$ cat config.mk
export PLATFORM = sky130hd
export DESIGN_NAME = ifetch_unit_flat
export DESIGN_NICKNAME = d
export VERILOG_FILES = /design/src/rtl/ifetch_unit_if.sv /design/src/rtl/ifetch_unit.sv /design/src/flat_wrapper.sv
export SDC_FILE = /design/constraint.sdc
export NUM_CORES = 1
export LEC_CHECK = 0
export CAP_MARGIN = 20
export CORE_UTILIZATION = 25
export DETAILED_ROUTE_END_ITERATION = 16
export GPL_TIMING_DRIVEN = 0
export PLACE_DENSITY = 0.43
export REMOVE_ABC_BUFFERS = 1
export SYNTH_ARGS = -nofsm -noshare
export SYNTH_HDL_FRONTEND = slang
export SYNTH_SLANG_ARGS = --single-unit
$ cat constraint.sdc
create_clock -name clk -period 4.6 [get_ports clk]
set_input_delay 0.46 -clock clk [delete_from_list [all_inputs] [get_ports clk]]
set_output_delay 0.46 -clock clk [all_outputs]
set_load 0.005 [all_outputs]
$ cat src/rtl/ifetch_unit_if.sv
// rtl/ifetch_unit_if.sv - fetch-unit bus bundle: imem read port, redirect input, decode handshake
interface ifetch_unit_if #(
   parameter int XLEN = 32
);
   logic [XLEN-1:0] imem_rd_addr;
   logic [XLEN-1:0] imem_rd_data;
   logic            redirect_valid;
   logic [XLEN-1:0] redirect_pc;
   logic            inst_valid;
   logic            inst_ready;
   logic [XLEN-1:0] inst_pc;
   logic [XLEN-1:0] inst_data;
   logic            inst_fault;

   modport master (
      output imem_rd_addr,
      input  imem_rd_data,
      input  redirect_valid,
      input  redirect_pc,
      output inst_valid,
      input  inst_ready,
      output inst_pc,
      output inst_data,
      output inst_fault
   );

   modport slave (
      input  imem_rd_addr,
      output imem_rd_data,
      output redirect_valid,
      output redirect_pc,
      input  inst_valid,
      output inst_ready,
      input  inst_pc,
      input  inst_data,
      input  inst_fault
   );
endinterface

$ cat src/rtl/ifetch_unit.sv
// rtl/ifetch_unit.sv - instruction fetch front-end with PC, 2-entry queue, redirect and misalign fault
module ifetch_unit #(
   parameter int              XLEN     = 32,
   parameter logic [XLEN-1:0] RESET_PC = '0,
   parameter int              QDEPTH   = 2
) (
   input  logic          clk,
   input  logic          cpu_rstn,
   ifetch_unit_if.master bus
);

   typedef enum logic [0:0] {ST_RUN, ST_HALT} state_t;

   localparam logic [2:0] QDEPTH_C = 3'(QDEPTH);

   state_t          state_q, state_d;
   logic [XLEN-1:0] fetch_pc_q, fetch_pc_d;
   logic            req_inflight_q, req_inflight_d;
   logic [XLEN-1:0] req_pc_q, req_pc_d;
   logic            rd_ptr_q, rd_ptr_d;
   logic            wr_ptr_q, wr_ptr_d;
   logic [1:0]      count_q, count_d;

   logic [XLEN-1:0] ent_pc_q    [2];
   logic [XLEN-1:0] ent_data_q  [2];
   logic            ent_fault_q [2];

   logic            pop;
   logic [2:0]      occupancy;
   logic            credit_ok;
   logic            misaligned;
   logic            push;
   logic [XLEN-1:0] push_pc;
   logic [XLEN-1:0] push_data;
   logic            push_fault;

   assign bus.imem_rd_addr = {2'b00, fetch_pc_q[XLEN-1:2]};
   assign bus.inst_valid   = (count_q != 2'd0);
   assign bus.inst_pc      = ent_pc_q[rd_ptr_q];
   assign bus.inst_data    = ent_data_q[rd_ptr_q];
   assign bus.inst_fault   = ent_fault_q[rd_ptr_q];

   assign pop        = bus.inst_valid & bus.inst_ready;
   // Slots already promised: queued entries plus the response still on its way back.
   assign occupancy  = {1'b0, count_q} + {2'b00, req_inflight_q} - {2'b00, pop};
   assign credit_ok  = (occupancy < QDEPTH_C);
   assign misaligned = (fetch_pc_q[1:0] != 2'b00);

   // Next-state logic: issue, response capture, fault insertion, queue pointers and redirect flush.
   always_comb begin
      state_d        = state_q;
      fetch_pc_d     = fetch_pc_q;
      req_inflight_d = 1'b0;
      req_pc_d       = req_pc_q;
      rd_ptr_d       = rd_ptr_q;
      wr_ptr_d       = wr_ptr_q;
      count_d        = count_q;
      push           = 1'b0;
      push_pc        = req_pc_q;
      push_data      = bus.imem_rd_data;
      push_fault     = 1'b0;

      if (bus.redirect_valid) begin
         // Flush wins over everything: drop queue, squash in-flight read, restart at target.
         fetch_pc_d = bus.redirect_pc;
         state_d    = ST_RUN;
         rd_ptr_d   = 1'b0;
         wr_ptr_d   = 1'b0;
         count_d    = 2'd0;
      end else begin
         if (req_inflight_q) begin
            push = 1'b1;
         end
         if (state_q == ST_RUN && credit_ok) begin
            if (misaligned) begin
               // Wait for any older response to land first so queue order matches PC order.
               if (!req_inflight_q) begin
                  push       = 1'b1;
                  push_pc    = fetch_pc_q;
                  push_data  = '0;
                  push_fault = 1'b1;
                  state_d    = ST_HALT;
               end
            end else begin
               req_inflight_d = 1'b1;
               req_pc_d       = fetch_pc_q;
               fetch_pc_d     = fetch_pc_q + {{(XLEN-3){1'b0}}, 3'd4};
            end
         end
         if (push) begin
            wr_ptr_d = ~wr_ptr_q;
         end
         if (pop) begin
            rd_ptr_d = ~rd_ptr_q;
         end
         count_d = count_q + {1'b0, push} - {1'b0, pop};
      end
   end

   // Control state registers.
   always_ff @(posedge clk or negedge cpu_rstn) begin
      if (!cpu_rstn) begin
         state_q        <= ST_RUN;
         fetch_pc_q     <= RESET_PC;
         req_inflight_q <= 1'b0;
         req_pc_q       <= '0;
         rd_ptr_q       <= 1'b0;
         wr_ptr_q       <= 1'b0;
         count_q        <= 2'd0;
      end else begin
         state_q        <= state_d;
         fetch_pc_q     <= fetch_pc_d;
         req_inflight_q <= req_inflight_d;
         req_pc_q       <= req_pc_d;
         rd_ptr_q       <= rd_ptr_d;
         wr_ptr_q       <= wr_ptr_d;
         count_q        <= count_d;
      end
   end

   // Queue storage; cleared on reset so the head reads as zero while empty.
   always_ff @(posedge clk or negedge cpu_rstn) begin
      if (!cpu_rstn) begin
         for (int i = 0; i < 2; i++) begin
            ent_pc_q[i]    <= '0;
            ent_data_q[i]  <= '0;
            ent_fault_q[i] <= 1'b0;
         end
      end else if (push && !bus.redirect_valid) begin
         ent_pc_q[wr_ptr_q]    <= push_pc;
         ent_data_q[wr_ptr_q]  <= push_data;
         ent_fault_q[wr_ptr_q] <= push_fault;
      end
   end

   // Credit accounting must make a push into a full, non-draining queue impossible.
   assert property (@(posedge clk) disable iff (!cpu_rstn)
      !(push && !bus.redirect_valid && !pop && count_q == 2'd2))
      else $error("ifetch_unit queue overflow");

endmodule

$ cat src/flat_wrapper.sv
// flat-port wrapper written by rule: the top's interface ports become plain ports
module ifetch_unit_flat 
#(
   parameter int              XLEN     = 32,
   parameter logic [XLEN-1:0] RESET_PC = '0,
   parameter int              QDEPTH   = 2
)
  (clk, cpu_rstn, bus_imem_rd_addr, bus_imem_rd_data, bus_redirect_valid, bus_redirect_pc, bus_inst_valid, bus_inst_ready, bus_inst_pc, bus_inst_data, bus_inst_fault);
  ifetch_unit_if #(.XLEN(XLEN)) bus_i ();
  input  logic clk;
  input  logic cpu_rstn;
  output wire logic [$bits(bus_i.imem_rd_addr)-1:0] bus_imem_rd_addr;
  input wire logic [$bits(bus_i.imem_rd_data)-1:0] bus_imem_rd_data;
  input wire logic [$bits(bus_i.redirect_valid)-1:0] bus_redirect_valid;
  input wire logic [$bits(bus_i.redirect_pc)-1:0] bus_redirect_pc;
  output wire logic [$bits(bus_i.inst_valid)-1:0] bus_inst_valid;
  input wire logic [$bits(bus_i.inst_ready)-1:0] bus_inst_ready;
  output wire logic [$bits(bus_i.inst_pc)-1:0] bus_inst_pc;
  output wire logic [$bits(bus_i.inst_data)-1:0] bus_inst_data;
  output wire logic [$bits(bus_i.inst_fault)-1:0] bus_inst_fault;
  assign bus_imem_rd_addr = bus_i.imem_rd_addr;
  assign bus_i.imem_rd_data = bus_imem_rd_data;
  assign bus_i.redirect_valid = bus_redirect_valid;
  assign bus_i.redirect_pc = bus_redirect_pc;
  assign bus_inst_valid = bus_i.inst_valid;
  assign bus_i.inst_ready = bus_inst_ready;
  assign bus_inst_pc = bus_i.inst_pc;
  assign bus_inst_data = bus_i.inst_data;
  assign bus_inst_fault = bus_i.inst_fault;
  ifetch_unit #(.XLEN(XLEN), .RESET_PC(RESET_PC), .QDEPTH(QDEPTH)) u_core (.clk(clk), .cpu_rstn(cpu_rstn), .bus(bus_i));
endmodule
==> out/metrics.csv <==
metric,value,unit
outcome,finished clean,
syn_to_final_growth,28.3,%
synth_area_per_cell,11.2,um^2
drcViolationCount,0,
finalWorstSetupSlack,0.348,ns
die_w,202,um
layout_commonest_cell,dfrtp_1,
grt_usage,13.7,%
min_period,4.25,ns
drive_gt1_share,22.2,%
io_buffer_count,163,
final_cell_mix,"dfrtp_1 (199), clkdlybuf4s50_1 (161), mux2_2 (154)",
instances_no_fill,1546,
hold_viol,0,
dpl_worst_slack,-0.191,ns
drv_slew,0,
min_from,bus_redirect_valid,
relSlewSlack,59.7,%
htree_levels,4,
slowest_stage,fa_1,
detail_route.vias_per_cell,4.41,
ys_async_sr_fraction,100,%
yosysTopAreaCellShare,50.3,%
layout.nets,1087,
numCtsBuffers,17,
synthSimpleGateAreaFrac,10.3,%
dpl.hpwl,18300,um
dieArea,40600,um^2
synth_top_family_by_area,multiplexers,
slowest_delay,0.54,ns
route.vias.total,6816,
grt_pass1_vias,7245,
grt_pass1_wl,42900,um
crit_required,4.93,ns
antenna_found_initial,3,
synth_cell_types,48,
synth_warnings,0,
synthAdderAreaFrac,0.578,%
clk_latency,0.44,ns
tightest_slew,0.603,ns
die_y,202,um
vdd_drop_max,0.000269,V
drt_iter0_drc,203,
synth-compound-area-share,5.61,%
startpoint,u_core.count_q[1]$_DFF_PN0_,
worstReg2RegStart,u_core.count_q[1]$_DFF_PN0_,
ios,166,
cellPowerDensity,629,nW/um^2
ys_seq_area_share,50.3,%
dp_cells,1512,
ys_seq_elements,200,
place_congestion,0.696,
num_rows,72,
finalSetupViolCount,0,
synth_mux_area_share,24.6,%
grt_setup_unrepaired,false,
synth-edff-count,0,
crit_top_cell,buf_6,
numClockSinks,200,
yosys.area_share.xor_xnor,1.13,%
ant_nets,0,
core_area,38900,um^2
utilization,32.8,%
clock_skew,0.0142,ns
grt_remaining_overflow,0,
whs,0.377,ns
route.final.wire_length,26700,um
p_leak,5.35,nW
synth_area_leaders,"dfrtp_1 (50%), mux2_2 (17%), mux2i_1 (6.6%)",
worstSetupEndpointType,flop,
cp_num_buf_inv,5,
cap_violations,0,
cts_tree,yes,
synthesis.instances,890,
critPathMaxFanout,10,
clkTransAtPathRegs,0.08,ns
post-route-period-util,92.4,%
hold_class,in -> reg,
synth_ff_type,dfrtp_1,
grt_max_degree,84,
initial_core_util,25.6,%
clock.fmax,0.235,GHz
synth_top_cell_by_area,dfrtp_1,
cts_buffer_depth,2,
critPathKind,reg -> reg,
crit_family,simple AND/OR/NAND/NOR gates,
cts_root_buffer,clkbuf_16,
wire_per_inst,17.3,um
start_kind,flop,
synthesis.area,9950,um^2
critPathArrivalTime,4.58,ns
crit_chain,or2_2 > nand2_1 > nor2_1 > fa_1 > nor2b_1 > a31oi_1 > nor3_4 > buf_6 > buf_6 > buf_6 > buf_6 > buf_6 > mux2_2,
fill_cells,3969,
drtPass1Iterations,4,
[cell usage after synthesis (15+ instances only)]
| library cell | count |
|---|---|
| clkbuf_1 | 21 |
| o21ai_0 | 44 |
| mux2_2 | 154 |
| nand2_1 | 90 |
| mux2i_1 | 66 |
| buf_4 | 32 |
| dfrtp_1 | 200 |
| nand3_1 | 16 |
| nand4_1 | 17 |
| nor2_1 | 26 |
| a31oi_1 | 15 |
| inv_1 | 74 |
| buf_2 | 24 |
[worst paths after layout]
check	endpoint	slack, ns	depth (start not counted)
setup / recovery	u_core.ent_pc_q[47]$_DFFE_PN0P_	0.35	13
hold / removal	u_core.fetch_pc_q[0]$_DFFE_PN0P_	0.38	2
setup reg to reg	u_core.ent_pc_q[47]$_DFFE_PN0P_	0.35	13
hold reg to reg	u_core.req_pc_q[12]$_DFFE_PN0P_	0.50	1
max in group asynchronous	u_core.ent_data_q[14]$_DFFE_PN0P_	2.91	4
min in group asynchronous	u_core.ent_data_q[33]$_DFFE_PN0P_	0.52	2
[worst reg2reg max path, stage by stage, from the launching register on]
cell and delay [ns]:
dfrtp_1 0.50, or2_2 0.35, nand2_1 0.13, nor2_1 0.08, fa_1 0.54, nor2b_1 0.47
a31oi_1 0.34, nor3_4 0.49, buf_6 0.24, buf_6 0.19, buf_6 0.18, buf_6 0.16
buf_6 0.15, mux2_2 0.33
[report_power, final]
group	leakage (nW)	total, W	switching (W)	internal, W
combinational	2.68	0.00362	0.00153	0.00209
clock	0.275	0.00153	0.000718	0.000807
sequential	2.39	0.00289	0.000398	0.00249
total	5.35	0.00804	0.00265	0.00540
[flip-flops by register name, summed over array words and instances (netlist names)]
signal	flops
u_core.state_q	1
u_core.req_inflight_q	1
u_core.ent_data_q	64
u_core.fetch_pc_q	32
u_core.ent_fault_q	2
u_core.count_q	2
u_core.ent_pc_q	64
u_core.rd_ptr_q	1
u_core.wr_ptr_q	1
u_core.req_pc_q	32
[cell families after synthesis]
group | after synthesis
flops | 200
simple gates | 202
mux | 225
buf+inv | 158
xor+xnor | 12
other cells | 1
fa+ha+maj | 4
compound gates | 88
[metal layers]
metal	wire length, um	global-route usage, %	vias to the layer above	share of wire [%]
met2	12400	22.0	91	47
met5	13	0	-	0.049
met1	13100	18.3	3418	49
met4	172	2.52	2	0.64
met3	1020	3.76	9	3.8
li1	-	-	3296	-
[per-stage QoR]
stage / setup TNS (ns) / cell area (um^2) / power, W
2_1_floorplan: -481.10 / 9500 / 0.00501
3_3_place_gp: -2475.67 / 11800 / 0.00653
5_1_grt: 0 / 12800 / 0.00866
4_1_cts: 0 / 12700 / 0.00820
6_report: 0 / 12800 / 0.00804
3_5_place_dp: -0.442 / 12100 / 0.00661
[final cells by class]
type / instances / area (um^2) / area share (%)
diodes: 1 / 2.50 / 0.0196
clock buffers: 22 / 484 / 3.79
clock inverters: 9 / 92.6 / 0.725
inverters: 75 / 282 / 2.20
multi-input cells: 533 / 4250 / 33.3
flip-flops and latches: 200 / 5010 / 39.2
well taps: 518 / 648 / 5.07
repair buffers: 188 / 2000 / 15.7
[repair_timing]
item | 4_1_cts | 5_1_grt
hold endpoints to repair | 54 | 0
resized for setup | 1 | 1
endpoints found under the setup margin | 2 | 2
hold buffers | 1 | 0
setup buffers | 0 | 0
pin swaps | 0 | 0
No activity file was read; power rests on OpenSTA's default activity.
==> RTL edit 1, RTL diff (same settings) <==
`XLEN` is set to 32 in 3 places; all go to 24.
--- a/src/rtl/ifetch_unit_if.sv
+++ b/src/rtl/ifetch_unit_if.sv
@@ -2,3 +2,3 @@
 interface ifetch_unit_if #(
-   parameter int XLEN = 32
+   parameter int XLEN = 24
 );
--- a/src/rtl/ifetch_unit.sv
+++ b/src/rtl/ifetch_unit.sv
@@ -2,3 +2,3 @@
 module ifetch_unit #(
-   parameter int              XLEN     = 32,
+   parameter int              XLEN     = 24,
    parameter logic [XLEN-1:0] RESET_PC = '0,
--- a/src/flat_wrapper.sv
+++ b/src/flat_wrapper.sv
@@ -3,3 +3,3 @@
 #(
-   parameter int              XLEN     = 32,
+   parameter int              XLEN     = 24,
    parameter logic [XLEN-1:0] RESET_PC = '0,
Ports: changed (5 resized); port bits go from 166 to 126. The function was not compared with the original's and may differ.
==> RTL edit 1 against the original RTL <==
Cell count is 27% lower. Worst hold slack got worse by 0.35 ns. Largest power group unchanged. Total power fell by 18%. Setup slack improved by 0.15 ns. Synthesized area shrank 22%. Wire length decreased by 18%. Final area shrank 23%. Sequential cell count fell by 48. Critical path type unchanged.
==> RTL edit 1: results (changes against the original RTL) <==
HP Class: primary input to async pin (was primary input to register)
Sequential share of the synthesized area: 49.3% (was 50.3%)
I/O Buffers: 123 (was 163)
Total GRT Usage: 14.3% (was 13.7%)
Final hold slack: 0.0220 ns (was 0.377 ns)
Leakage: 3.89 nW (was 5.35 nW)
Setup ws final: 0.498 ns (was 0.348 ns)
Ant. Diodes: 0 (was 1)
Layout cell share with drive strength beyond 1: 30.0% (was 22.2%)
GR met3 Demand/Resource: 3.11% (was 3.76%)
Worst-path cell with the longest stage delay: nor3_4 (was fa_1)
Dpl ws: 0.337 ns (was -0.191 ns)
Clock-pin slew on the worst setup and hold paths: 0.06 ns (was 0.08 ns)
Post-synth top cells: 152 x dfrtp_1, 125 x mux2_2, 62 x nand2_1 (was 200 x dfrtp_1, 154 x mux2_2, 90 x nand2_1)
Final Skew: 0.00698 ns (was 0.0142 ns)
Worst Path Max Fanout: 16 (was 10)
GPL Wtd Cong: 0.699 (was 0.696)
Crit path DAT: 4.40 ns (was 4.58 ns)
Status: complete, no violations (unchanged)
Netlist cell types: 44 (was 48)
Vias per cell: 4.82 (was 4.41)
Detailed Route Iter0 Violations: 241 (was 203)
Vias in the first global route: 5,920 (was 7,245)
Largest registers: u_core.ent_data_q x48, u_core.ent_pc_q x48 (was u_core.ent_data_q x64, u_core.ent_pc_q x64)
Int Pwr: 0.00449 W (was 0.00540 W)
Nets: 793 (was 1,087)
CP peak stage delay: 0.67 ns (was 0.54 ns)
Largest cells by area after synthesis: dfrtp_1 49%, mux2_2 18%, o221a_2 6.3% (was dfrtp_1 50%, mux2_2 17%, mux2i_1 6.6%)
First-pass GRT wire length: 34,100 um (was 42,900 um)
Largest net degree at the start of global routing: 93 (was 84)
Comb pwr share: 42.7% (was 45.1%)
Max Used Layer: met4 (was met5)
Cts repair resizes: 0 (was 1)
End of the critical path: u_core.ent_data_q[30] (was u_core.ent_pc_q[47])
Least-Margin Pin Slew: 1.00 ns (was 0.603 ns)
Met2 WL: 10,500 um (was 12,400 um)
Maximum VDD drop: 264 uV (was 269 uV)
Met1 GRT Util: 18.4% (was 18.3%)
[RTL edit 1: through the flow]
stage / total power (W) / instance area [um2] / cells
detailed placement: 0.00522 / 9310 / 1108
global placement: 0.00501 / 9050 / 1096
finish: 0.00657 / 9890 / 1136
floorplan: 0.00386 / 7340 / 583
CTS: 0.00667 / 9890 / 1136
global route: 0.00700 / 9890 / 1136
[RTL edit 1: area by class of cell]
cell class              instances  area, um2
inverters                       6       22.5
flip-flops and latches        152       3810
fillers                      2962      20100
clock inverters                 9        128
well taps                     390        488
multi-input cells             425       3530
repair buffers                135       1470
clock buffers                  19        453
[RTL edit 1: cell families (layout without fill, tap and decap cells)]
logic type	Yosys count	after routing	synth area share [%]
and+or+nand+nor	173	173	12.0
DFF	152	152	49.3
muxes	148	148	21.2
AOI/OAI and AO/OA	89	89	10.3
buffers and inverters	74	169	5.32
xor gates and xnor gates	9	9	1.12
adders and majority gates	4	4	0.746
other	1	2	0.0486
==> RTL edit 2, RTL diff (same settings) <==
Made on the original files. Register the output `bus.inst_fault`, without a reset; this adds one clock of latency there.
--- a/src/rtl/ifetch_unit.sv
+++ b/src/rtl/ifetch_unit.sv
@@ -40,3 +40,5 @@
    assign bus.inst_data    = ent_data_q[rd_ptr_q];
-   assign bus.inst_fault   = ent_fault_q[rd_ptr_q];
+   always_ff @(posedge clk) begin
+      bus.inst_fault <= ent_fault_q[rd_ptr_q];
+   end
 
Formal check against the unedited RTL: not equivalent (a bounded check fails within 4 cycles, from zero or initial values and one cycle with cpu_rstn low).
==> RTL edit 2 against the original RTL <==
Synthesized area is 1.0% lower. Synthesized cell count is 1.9% lower. Critical path depth is 1 lower. Wire length is 2.6% lower. Largest cell class unchanged. Sequential cell count is 1 higher. Final area is 0.65% higher. Highest routed layer is now met4. Total power is 5.4% higher. Largest power group unchanged. Setup slack better by 0.40 ns. Non-clock buffer count is 3 lower.
==> RTL edit 2: results (changes against the original RTL) <==
Status: complete, no violations (unchanged)
Ant. Diodes: 0 (was 1)
Bufs on Longest Clock Path: 3 (was 2)
Post CTS Setup Buffer Count: 0 (unchanged)
Filler cells: 3,954 (was 3,969)
Final hold slack: 0.490 ns (was 0.377 ns)
Clock-pin slew on the worst setup and hold paths: 0.06 ns (was 0.08 ns)
Post-Synth Adder-Cell Area: 0.584% (was 0.578%)
FFs w/ async S/R, synth: 99.5% (was 100%)
Sequential share of the synthesized area: 51.0% (was 50.3%)
Post-DP HPWL: 17,200 um (was 18,300 um)
Placed Area: 0.0120 mm2 (was 0.0121 mm2)
1st-pass router iterations: 4 (unchanged)
Drt total wl: 26,000 um (was 26,700 um)
Total GRT Usage: 13.2% (was 13.7%)
Largest cells by area after synthesis: dfrtp_1 51%, mux2_2 18%, mux2i_1 6.8% (was dfrtp_1 50%, mux2_2 17%, mux2i_1 6.6%)
FF-to-FF End: u_core.ent_pc_q[56] (was u_core.ent_pc_q[47])
Crit path DAT: 4.27 ns (was 4.58 ns)
Htree depth: 1 (was 4)
Netlist cell types: 40 (was 48)
Worst Path Max Fanout: 8 (was 10)
Largest net degree at the start of global routing: 104 (was 84)
DR vias: 6,710 (was 6,816)
Post-synth top cells: 200 x dfrtp_1, 161 x mux2_2, 85 x nand2_1 (was 200 x dfrtp_1, 154 x mux2_2, 90 x nand2_1)
First-pass GRT wire length: 41,800 um (was 42,900 um)
Layout cell share with drive strength beyond 1: 22.8% (was 22.2%)
Hold path endpoint: u_core.fetch_pc_q[9] (was u_core.fetch_pc_q[0])
Crit path time final: 3.86 ns (was 4.25 ns)
GPL Wtd Cong: 0.698 (was 0.696)
Synth Area in Compound Gates: 5.07% (was 5.61%)
Final Skew: 0.0112 ns (was 0.0142 ns)
Initial antenna violation count: 0 (was 3)
Min-Delay Path Depth: 3 (was 2)
Leakage: 5.41 nW (was 5.35 nW)
Dpl ws: 0.475 ns (was -0.191 ns)
Maximum VDD drop: 301 uV (was 269 uV)
Num CTS Buffers: 25 (was 17)
Vias in the first global route: 7,094 (was 7,245)
Hold path start: bus_redirect_pc[9] (was bus_redirect_valid)
Reg2Reg Depth: 12 (was 13)
Clock Latency Late Sink: 0.53 ns (was 0.44 ns)
XOR/XNOR share of the synthesized area: 1.24% (was 1.13%)
Mux cell area share after synthesis: 25.2% (was 24.6%)
Detailed Route Iter0 Violations: 187 (was 203)
Worst rel slew slack: 37.2% (was 59.7%)
Nets: 1,076 (was 1,087)
## RTL edit 2: cell types whose count changed in the layout (fill, tap and decap cells not counted), sizes merged, moves of 4 or more
cell    change
clkbuf     +16
o311ai      -9
nand2       -5
nand4       -5
o31ai       +5
or4         +5
o21ai       +4
or2         -4
## RTL edit 2: per-stage QoR
stage | std cells | util, %
after floorplan | 792 | -
after global placement | 1473 | 30.1
after detailed placement | 1493 | 31.0
after CTS | 1538 | 33.1
after global routing | 1539 | 33.2
final | 1539 | 33.2
## RTL edit 2: what timing repair did
item / in CTS / in global routing
hold buffers: 1 / 0
gates resized for setup: 0 / 0
endpoints found under the hold margin: 11 / 0
## RTL edit 2: critical path: stages, from the launching register on
cell	delay [ns]
dfrtp_1	0.43
or2_2	0.31
nand2_1	0.13
nor2_1	0.07
fa_1	0.40
xnor2_1	0.49
a31oi_1	0.37
nor3_2	0.49
buf_6	0.21
buf_6	0.15
buf_6	0.16
buf_6	0.17
mux2_2	0.33
## RTL edit 2: final cells by class
class	count	area [um2]	share of cell area [%]
inverter	73	274	2.13
tap	518	648	5.04
clock inverter	6	57.6	0.448
clock buffer	38	744	5.79
sequential	201	5030	39.1
multi-input combinational	518	4130	32.1
timing repair buffer	185	1980	15.4
## RTL edit 2: routing by layer
layer / share of wire (%) / global-route usage (%) / vias up
met5: 0 / 0 / -
li1: - / - / 3236
met2: 46 / 21.3 / 119
met4: 2.2 / 3.22 / 0
met1: 48 / 17.9 / 3324
met3: 4.3 / 2.89 / 31
## RTL edit 2: worst max-delay path by stage
stage          depth (start not counted)                    end               from
2_1_floorplan                          8  u_core.ent_fault_q[1]  u_core.count_q[1]
3_3_place_gp                           8    u_core.ent_pc_q[53]     bus_inst_ready
3_5_place_dp                          12    u_core.ent_pc_q[56]     bus_inst_ready
4_1_cts                               12    u_core.ent_pc_q[56]  u_core.count_q[1]
5_1_grt                               12    u_core.ent_pc_q[56]  u_core.count_q[1]
6_report                              12    u_core.ent_pc_q[56]  u_core.count_q[1]
## RTL edit 2: cell families (layout without fill, tap and decap cells)
group | count (synthesis) | in the layout
AO/OA/AOI/OAI | 85 | 85
XOR/XNOR | 14 | 14
adder cells (fa/ha/maj) | 4 | 4
buffers and inverters | 155 | 302
flip-flops | 201 | 201
multiplexers | 228 | 228
other | 1 | 2
AND/OR/NAND/NOR | 185 | 185
## RTL edit 2: where the power goes
| group | internal [W] | switching, W | total (W) |
|---|---|---|---|
| Sequential | 0.00252 | 0.000401 | 0.00292 |
| Combinational | 0.00211 | 0.00149 | 0.00360 |
| Clock | 0.00116 | 0.000785 | 0.00195 |
| Total | 0.00580 | 0.00268 | 0.00847 |
